===== src/rtl/fwd_hazard_ctrl.sv =====
// fwd_hazard_ctrl: forwarding select, load-use stall and redirect bubble control with saturating event counters
module fwd_hazard_ctrl #(
  parameter int CNTW = 16
) (
  input  logic            clk,
  input  logic            rst,
  input  logic            hold,
  input  logic            id_valid,
  input  logic [4:0]      id_rs1,
  input  logic [4:0]      id_rs2,
  input  logic [4:0]      id_rd,
  input  logic            id_use_rs1,
  input  logic            id_use_rs2,
  input  logic            id_regwrite,
  input  logic            id_memread,
  input  logic            ex_redirect,
  output logic [1:0]      fwd_a_sel,
  output logic [1:0]      fwd_b_sel,
  output logic            stall,
  output logic            bubble_ex,
  output logic [CNTW-1:0] stall_cnt,
  output logic [CNTW-1:0] flush_cnt
);
  logic            ex_valid_q, ex_valid_d, ex_regwrite_q, ex_regwrite_d, ex_memread_q, ex_memread_d;
  logic [4:0]      ex_rd_q, ex_rd_d, mem_rd_q, mem_rd_d;
  logic            mem_valid_q, mem_valid_d, mem_regwrite_q, mem_regwrite_d;
  logic [1:0]      fwd_a_q, fwd_a_d, fwd_b_q, fwd_b_d;
  logic [CNTW-1:0] stall_cnt_q, stall_cnt_d, flush_cnt_q, flush_cnt_d;
  logic            load_use;
  function automatic logic [1:0] fwd_sel(input logic use_rs, input logic [4:0] rs);
    if (!use_rs || rs == 5'd0) return 2'b00;
    if (ex_valid_q && ex_regwrite_q && !ex_memread_q && ex_rd_q == rs) return 2'b10;
    if (mem_valid_q && mem_regwrite_q && mem_rd_q == rs) return 2'b01;
    return 2'b00;
  endfunction
  assign load_use = id_valid && ex_valid_q && ex_memread_q && ex_regwrite_q && ex_rd_q != 5'd0 &&
                    ((id_use_rs1 && id_rs1 == ex_rd_q) || (id_use_rs2 && id_rs2 == ex_rd_q));
  assign stall     = load_use && !hold;
  assign bubble_ex = (load_use || ex_redirect) && !hold;
  assign fwd_a_sel = fwd_a_q;
  assign fwd_b_sel = fwd_b_q;
  assign stall_cnt = stall_cnt_q;
  assign flush_cnt = flush_cnt_q;
  always_comb begin
    ex_valid_d     = ex_valid_q;
    ex_rd_d        = ex_rd_q;
    ex_regwrite_d  = ex_regwrite_q;
    ex_memread_d   = ex_memread_q;
    mem_valid_d    = mem_valid_q;
    mem_rd_d       = mem_rd_q;
    mem_regwrite_d = mem_regwrite_q;
    fwd_a_d        = fwd_a_q;
    fwd_b_d        = fwd_b_q;
    stall_cnt_d    = stall_cnt_q;
    flush_cnt_d    = flush_cnt_q;
    if (!hold) begin
      mem_valid_d    = ex_valid_q;
      mem_rd_d       = ex_rd_q;
      mem_regwrite_d = ex_regwrite_q;
      ex_valid_d     = bubble_ex ? 1'b0 : id_valid;
      ex_rd_d        = bubble_ex ? 5'd0 : id_rd;
      ex_regwrite_d  = bubble_ex ? 1'b0 : id_regwrite;
      ex_memread_d   = bubble_ex ? 1'b0 : id_memread;
      fwd_a_d        = bubble_ex ? 2'b00 : fwd_sel(id_use_rs1, id_rs1);
      fwd_b_d        = bubble_ex ? 2'b00 : fwd_sel(id_use_rs2, id_rs2);
      stall_cnt_d    = (stall && !ex_redirect && !(&stall_cnt_q)) ? stall_cnt_q + CNTW'(1) : stall_cnt_q;
      flush_cnt_d    = (ex_redirect && !(&flush_cnt_q)) ? flush_cnt_q + CNTW'(1) : flush_cnt_q;
    end
  end
  always_ff @(posedge clk) begin
    if (rst) begin
      ex_valid_q     <= 1'b0;
      ex_rd_q        <= 5'd0;
      ex_regwrite_q  <= 1'b0;
      ex_memread_q   <= 1'b0;
      mem_valid_q    <= 1'b0;
      mem_rd_q       <= 5'd0;
      mem_regwrite_q <= 1'b0;
      fwd_a_q        <= 2'b00;
      fwd_b_q        <= 2'b00;
      stall_cnt_q    <= '0;
      flush_cnt_q    <= '0;
    end else begin
      ex_valid_q     <= ex_valid_d;
      ex_rd_q        <= ex_rd_d;
      ex_regwrite_q  <= ex_regwrite_d;
      ex_memread_q   <= ex_memread_d;
      mem_valid_q    <= mem_valid_d;
      mem_rd_q       <= mem_rd_d;
      mem_regwrite_q <= mem_regwrite_d;
      fwd_a_q        <= fwd_a_d;
      fwd_b_q        <= fwd_b_d;
      stall_cnt_q    <= stall_cnt_d;
      flush_cnt_q    <= flush_cnt_d;
    end
  end
endmodule


===== config.mk =====
export PLATFORM = sky130hd
export DESIGN_NAME = fwd_hazard_ctrl
export DESIGN_NICKNAME = d
export VERILOG_FILES = /design/src/rtl/fwd_hazard_ctrl.sv
export SDC_FILE = /design/constraint.sdc
export NUM_CORES = 1
export LEC_CHECK = 0
export ABC_AREA = 1
export BUFFER_PORTS_ARGS = -buffer_cell sky130_fd_sc_hd__clkbuf_2
export CORE_AREA = 4 4 99 101
export DETAILED_ROUTE_END_ITERATION = 6
export DIE_AREA = 0 0 103 105
export PLACE_DENSITY_LB_ADDON = 0.3
export SETUP_SLACK_MARGIN = 0.2
export SLEW_MARGIN = 20
export SYNTH_ARGS = -nofsm -noshare
export SYNTH_HDL_FRONTEND = slang
export SYNTH_SLANG_ARGS = --single-unit

===== constraint.sdc =====
create_clock -name clk -period 3.6 [get_ports clk]
set_input_delay 0.36 -clock clk [delete_from_list [all_inputs] [get_ports clk]]
set_output_delay 0.36 -clock clk [all_outputs]
set_load 0.01 [all_outputs]

; After elaboration in Yosys (flattened, before gate mapping)
; Index checks and enable logic that the tools add are counted.
[totals]
register_bits = 51
latch_bits = 0
ram_bits = 0
mem_bits_ro = 0
out_inout_bits = 38
word_cells = 93
n_memories = 0
[op_classes]
add_sub_neg = 2
n_mul = 0
div = 0
n_lt_le_gt_ge = 0
n_eq_ne = 6
n_shift = 0
mux = 36
n_bitwise = 1
n_reduce_logical = 37
[ops]
columns = operator, count
row1 = $add 16x1->16 const B, 2
row2 = $reduce_and 16->1, 2
row3 = $eq 5x5->1, 6
row4 = $mux 2, 14
row5 = $mux 1, 21
row6 = $logic_and 1x1->1, 19
row7 = $logic_not 5->1, 2
row8 = $logic_not 1->1, 7
row9 = $mux 5, 1
row10 = $reduce_bool 5->1, 1
row11 = $logic_or 1x1->1, 4
row12 = $reduce_and 2->1, 2
row13 = $not 1->1, 1

; Logic depth before layout (Yosys ltp)
[depth]
ltp_word = 13
depth_mapped = 11
ltp_nobuf = 11

; Least setup slack after synthesis
; No wires, ideal clock.
[synth_timing]
path_type = flip-flop to flip-flop
start = register stall_cnt_q[0], in the netlist stall_cnt[0]
end = register stall_cnt_q[1], in the netlist stall_cnt[1]
setup_ps = 113
t_arrival_ps = 1594
required_time_ps = 3487
path_slack_ps = 1893
path_stages_with_launch = 11
synth_period_minus_slack_ps = 1707
path_cell_list = dfxtp_1 ha_1 nand2_2 nor2_4 nand3_2 nor2_2 a21oi_2 nand3_4 buf_8 nor2_1 nor2_1
[synth_between]
elab_chain_cells = 4
word_cells_on_any_way = 5
[synth_lines]
columns = element, line_no
row1 = start: declaration, 28  ; logic [CNTW-1:0] stall_cnt_q, stall_cnt_d, flush_cnt_q, flush_cnt_d;
row2 = start signal: assignment, 93  ; stall_cnt_q <= stall_cnt_d;
row3 = branches (longest 4 deep; another with $add 16x1->16), n/a
; Parallel ways; which one is timed is not known.
; A chain may end at the register's enable or synchronous reset.

; Final worst setup path
[layout_timing]
start = register ex_rd_q[0]
end = output port bubble_ex
[layout_between]
elab_chain_cells = 6
word_cells_on_any_way = 10
[layout_lines]
columns = element, line_no
row1 = start: declaration, 25  ; logic [4:0] ex_rd_q, ex_rd_d, mem_rd_q, mem_rd_d;
row2 = start signal: assignment, 85  ; ex_rd_q <= ex_rd_d;
row3 = $eq 5x5->1, 37  ; ((id_use_rs1 && id_rs1 == ex_rd_q) || (id_use_rs2 && id_rs2 == ex_rd_q));
row4 = $logic_and 1x1->1, 37
row5 = $logic_or 1x1->1, 37
row6 = $logic_and 1x1->1 *, 36  ; assign load_use = id_valid && ex_valid_q && ex_memread_q && ex_regwrite_q && ex_rd_q != 5'd0 &&
row7 = $logic_or 1x1->1 *, 39  ; assign bubble_ex = (load_use || ex_redirect) && !hold;
row8 = $logic_and 1x1->1 *, 39
row9 = end: declaration, 20  ; output logic bubble_ex,
; Every way passes the cells marked *; elsewhere a longest branch is shown, timed or not.

==> results.yml <==
global_route:
  grt_pass1_wl_um: 13100
  first_global_vias: 2793
  globalRouteTotalUtil: 0.148
  initial_antenna_violation_count: 0
  pin_count_of_the_biggest_net_entering_global_routing: 33
  grt_overflow_total: 0
route:
  detailedRoute.firstPassIterationCount: 4
  total_number_of_vias: 3088
  first_iter_violations: 96
  avgRoutedWirePerCell_um: 12.5
  drc_errors: 0
  via_per_inst: 4.89
  routed_wirelength_um: 7930
  drtAntennaViolNets: 0
critical_path:
  cp_slowest_stage_delay_ns: 0.47
  length_in_cells_of_the_worst_reg_to_reg_path: 9
  cpMostUsedCell: "nand2_1"
  timing.critical_path.depth: 9
  timing.critical_path.required_ns: 3.24
  timing_worst_setup_path_type: "reg2out"
  worstPathMaxFanout: 16
  crit_slowest_cell: "dfxtp_1"
  crit_path_start_kind: "flip-flop"
  arrival_ns: 2.14
  path_cells: "inv_2, nand2_1, nand2_1, nor2_1, nand4_1, nand2_2, nand2_2, nand2_1, clkbuf_2"
  crit_path_end_kind: "output port"
  worstPathBufferInverterCount: 2
  crit_family: "simple AND/OR/NAND/NOR gates"
cts:
  cts_htree_levels: 2
  cts.hold.buffers_added: 0
  clk-insertion-delay-late_ns: 0.30
  cts.repair.resized: 0
  clock-root-buffer: "clkbuf_8"
  tritoncts: "yes"
  numClockSinks: 51
  clkTransAtPathRegs_ns: 0.10
  numCtsBuffers: 5
  cts_buffer_depth: 2
  post-cts-setup-buffer-count: 0
logic_synthesis:
  syn_area_um2: 3080
  synth-edff-count: 0
  yosysTopAreaCellShare: 0.332
  ys_seq_elements: 51
  avgSynthCellArea_um2: 6.57
  count_leader_synth: "nand2_1"
  synth-seq-area-share: 0.332
  synth_async_sr_flop_share: 0
  synth.top_cells.by_count: "nand2_1 (112), nor2_1 (61), dfxtp_1 (51), inv_1 (39), nand3_1 (33)"
  synth_largest_area_cell: "dfxtp_1"
  synth.area.top_cells: "dfxtp_1 (33%), nand2_1 (14%), nor2_1 (7.4%)"
  yosys_warning_count: 0
  postSynth.topFlopCell: "dfxtp_1"
  yosysUniqueCellTypes: 29
  post_syn_instances: 468
  synth.net_count: 494
placement:
  place.detailed.hpwl_um: 5960
  placement.io_buffers: 61
  place_congestion: 0.881
  dpl_cell_area_um2: 3440
  placedCellCount: 625
job:
  max-cap-violations: 0
final_layout:
  diodes: 0
  area.growth.synth_to_final_pct: 15.1
  finalInstanceArea_um2: 3540
  multi_input_area_um2: 1790
  num-fill-cells: 971
  finalNonFillerCells: 632
  post_route_cells_drive_above_1_share: 0.198
  nets: 547
  seqCellArea_um2: 1020
floorplan:
  core_um2: 9020
  fp-row-count: 35
  initial_util: 0.341
  width_of_the_chip_um: 103
  die_area_um2: 10800
  die_ht_um: 105
  io-pin-count: 62
timing:
  hold_viol_final: 0
  max_slew.worst_pin.slew_ns: 0.777
  fin_skew_ns: 0.0156
  setup_total_negative_slack_ns: 0
  report.final.setup_viol: 0
  timing_max_transition_violations_final: 0
  grt_setup_unrepaired: "false"
  fin_crit_sh: 0.696
  min_period_ns: 2.50
  worst_slew_margin_rel: 0.482
  fmax_ghz: 0.399
hold_path:
  holdPathStages: 4
  min_path_type: "in2reg"
pwr:
  p_leak_uw: 0.00141
  max-vdd-ir-drop_uv: 218
  pwr_density_cell_nw_per_um2: 306
outcome:
  outcome: "completed"
## area by class of cell
cell class,instances,share of cell area
multi-input cells,353,0.505
repair buffers,61,0.0862
flip-flops and latches,51,0.288
clock inverters,1,0.00848
well taps,111,0.0392
clock buffers,6,0.0205
inverters,49,0.0520
## path summary, 6_finish.rpt
| check | startpoint | to | slack [ns] |
|---|---|---|---|
| worst max-delay path | ex_rd_q[0]$_SDFFE_PP0N_ | bubble_ex | 1.10 |
| worst min-delay path | id_rd[2] | ex_rd_q[2]$_SDFFE_PP0N_ | 0.37 |
| worst max register to register | stall_cnt[0]$_SDFFE_PP0P_ | stall_cnt[1]$_SDFFE_PP0P_ | 1.28 |
| worst min register to register | fwd_b_sel[0]$_SDFFE_PP0N_ | fwd_b_sel[0]$_SDFFE_PP0N_ | 0.47 |
## sequential cells by signal, summed over array words and instances (netlist names)
register	cells
flush_cnt	16
stall_cnt	16
ex_rd_q	5
mem_rd_q	5
fwd_a_sel	2
fwd_b_sel	2
ex_memread_q	1
ex_regwrite_q	1
ex_valid_q	1
mem_regwrite_q	1
mem_valid_q	1
## report_power, final
part / internal [uW] / switching, uW / total, uW
registers: 575 / 11.9 / 587
logic: 38.9 / 66.9 / 106
clock network: 204 / 187 / 391
total: 818 / 266 / 1080
## through the flow
stage                     power [uW]  hold slack (ns)  setup slack [ns]   util
after floorplan                  670            0.429              1.89      -
after detailed placement         706            0.456              1.27  0.381
after global placement           705            0.456              1.35  0.381
final                           1080            0.367              1.10  0.392
after CTS                       1100            0.369              1.13  0.392
after global routing            1140            0.384             0.898  0.392
## worst register-to-register path, cell delays in order, from the launching register on
cell and delay [ns]:
dfxtp_1 0.37, ha_1 0.28, nand2_2 0.12, nor2_4 0.06, nand3_2 0.06, nor2_2 0.04, a21oi_2 0.62, nand3_4 0.41
nor2_1 0.21, nor2_1 0.06
## kinds of logic (layout without fill, tap and decap cells)
| kind of cell | count (synthesis) | after routing | share of synthesized area |
|---|---|---|---|
| AOI/OAI and AO/OA | 61 | 61 | 0.112 |
| xor gates and xnor gates | 25 | 25 | 0.0712 |
| and+or+nand+nor | 265 | 265 | 0.390 |
| DFF | 51 | 51 | 0.332 |
| buffers and inverters | 64 | 117 | 0.0867 |
| adders and majority gates | 2 | 2 | 0.00814 |
## placed cells by master (no fill, tap or decap)
cell and count:
o21ai_1 7, nand4_1 20, inv_1 39, nand3_4 1, nor2_4 1, nand3_1 33, inv_2 8, clkbuf_1 1
xor2_1 17, nor3_2 1, dfxtp_1 51, nand3_2 1, xnor2_1 8, bufinv_16 1, a21oi_1 32, nand2_1 112
nor2_1 61, nand2_2 12, and2_1 1, o21ai_0 11, nor2_2 2, a31oi_1 1, nand3b_1 7, clkbuf_2 61
nor3_1 13, clkinv_1 2, ha_1 2, clkbuf_8 5, a21oi_2 10
## layer usage
layer,global-route usage,vias to the layer above,share of wire
li1,-,1615,-
met1,0.209,1396,0.48
met2,0.229,68,0.45
met3,0.0274,9,0.054
met4,0.0379,0,0.014
met5,0,-,0
Note: power is estimated with default switching activity, not from simulation.
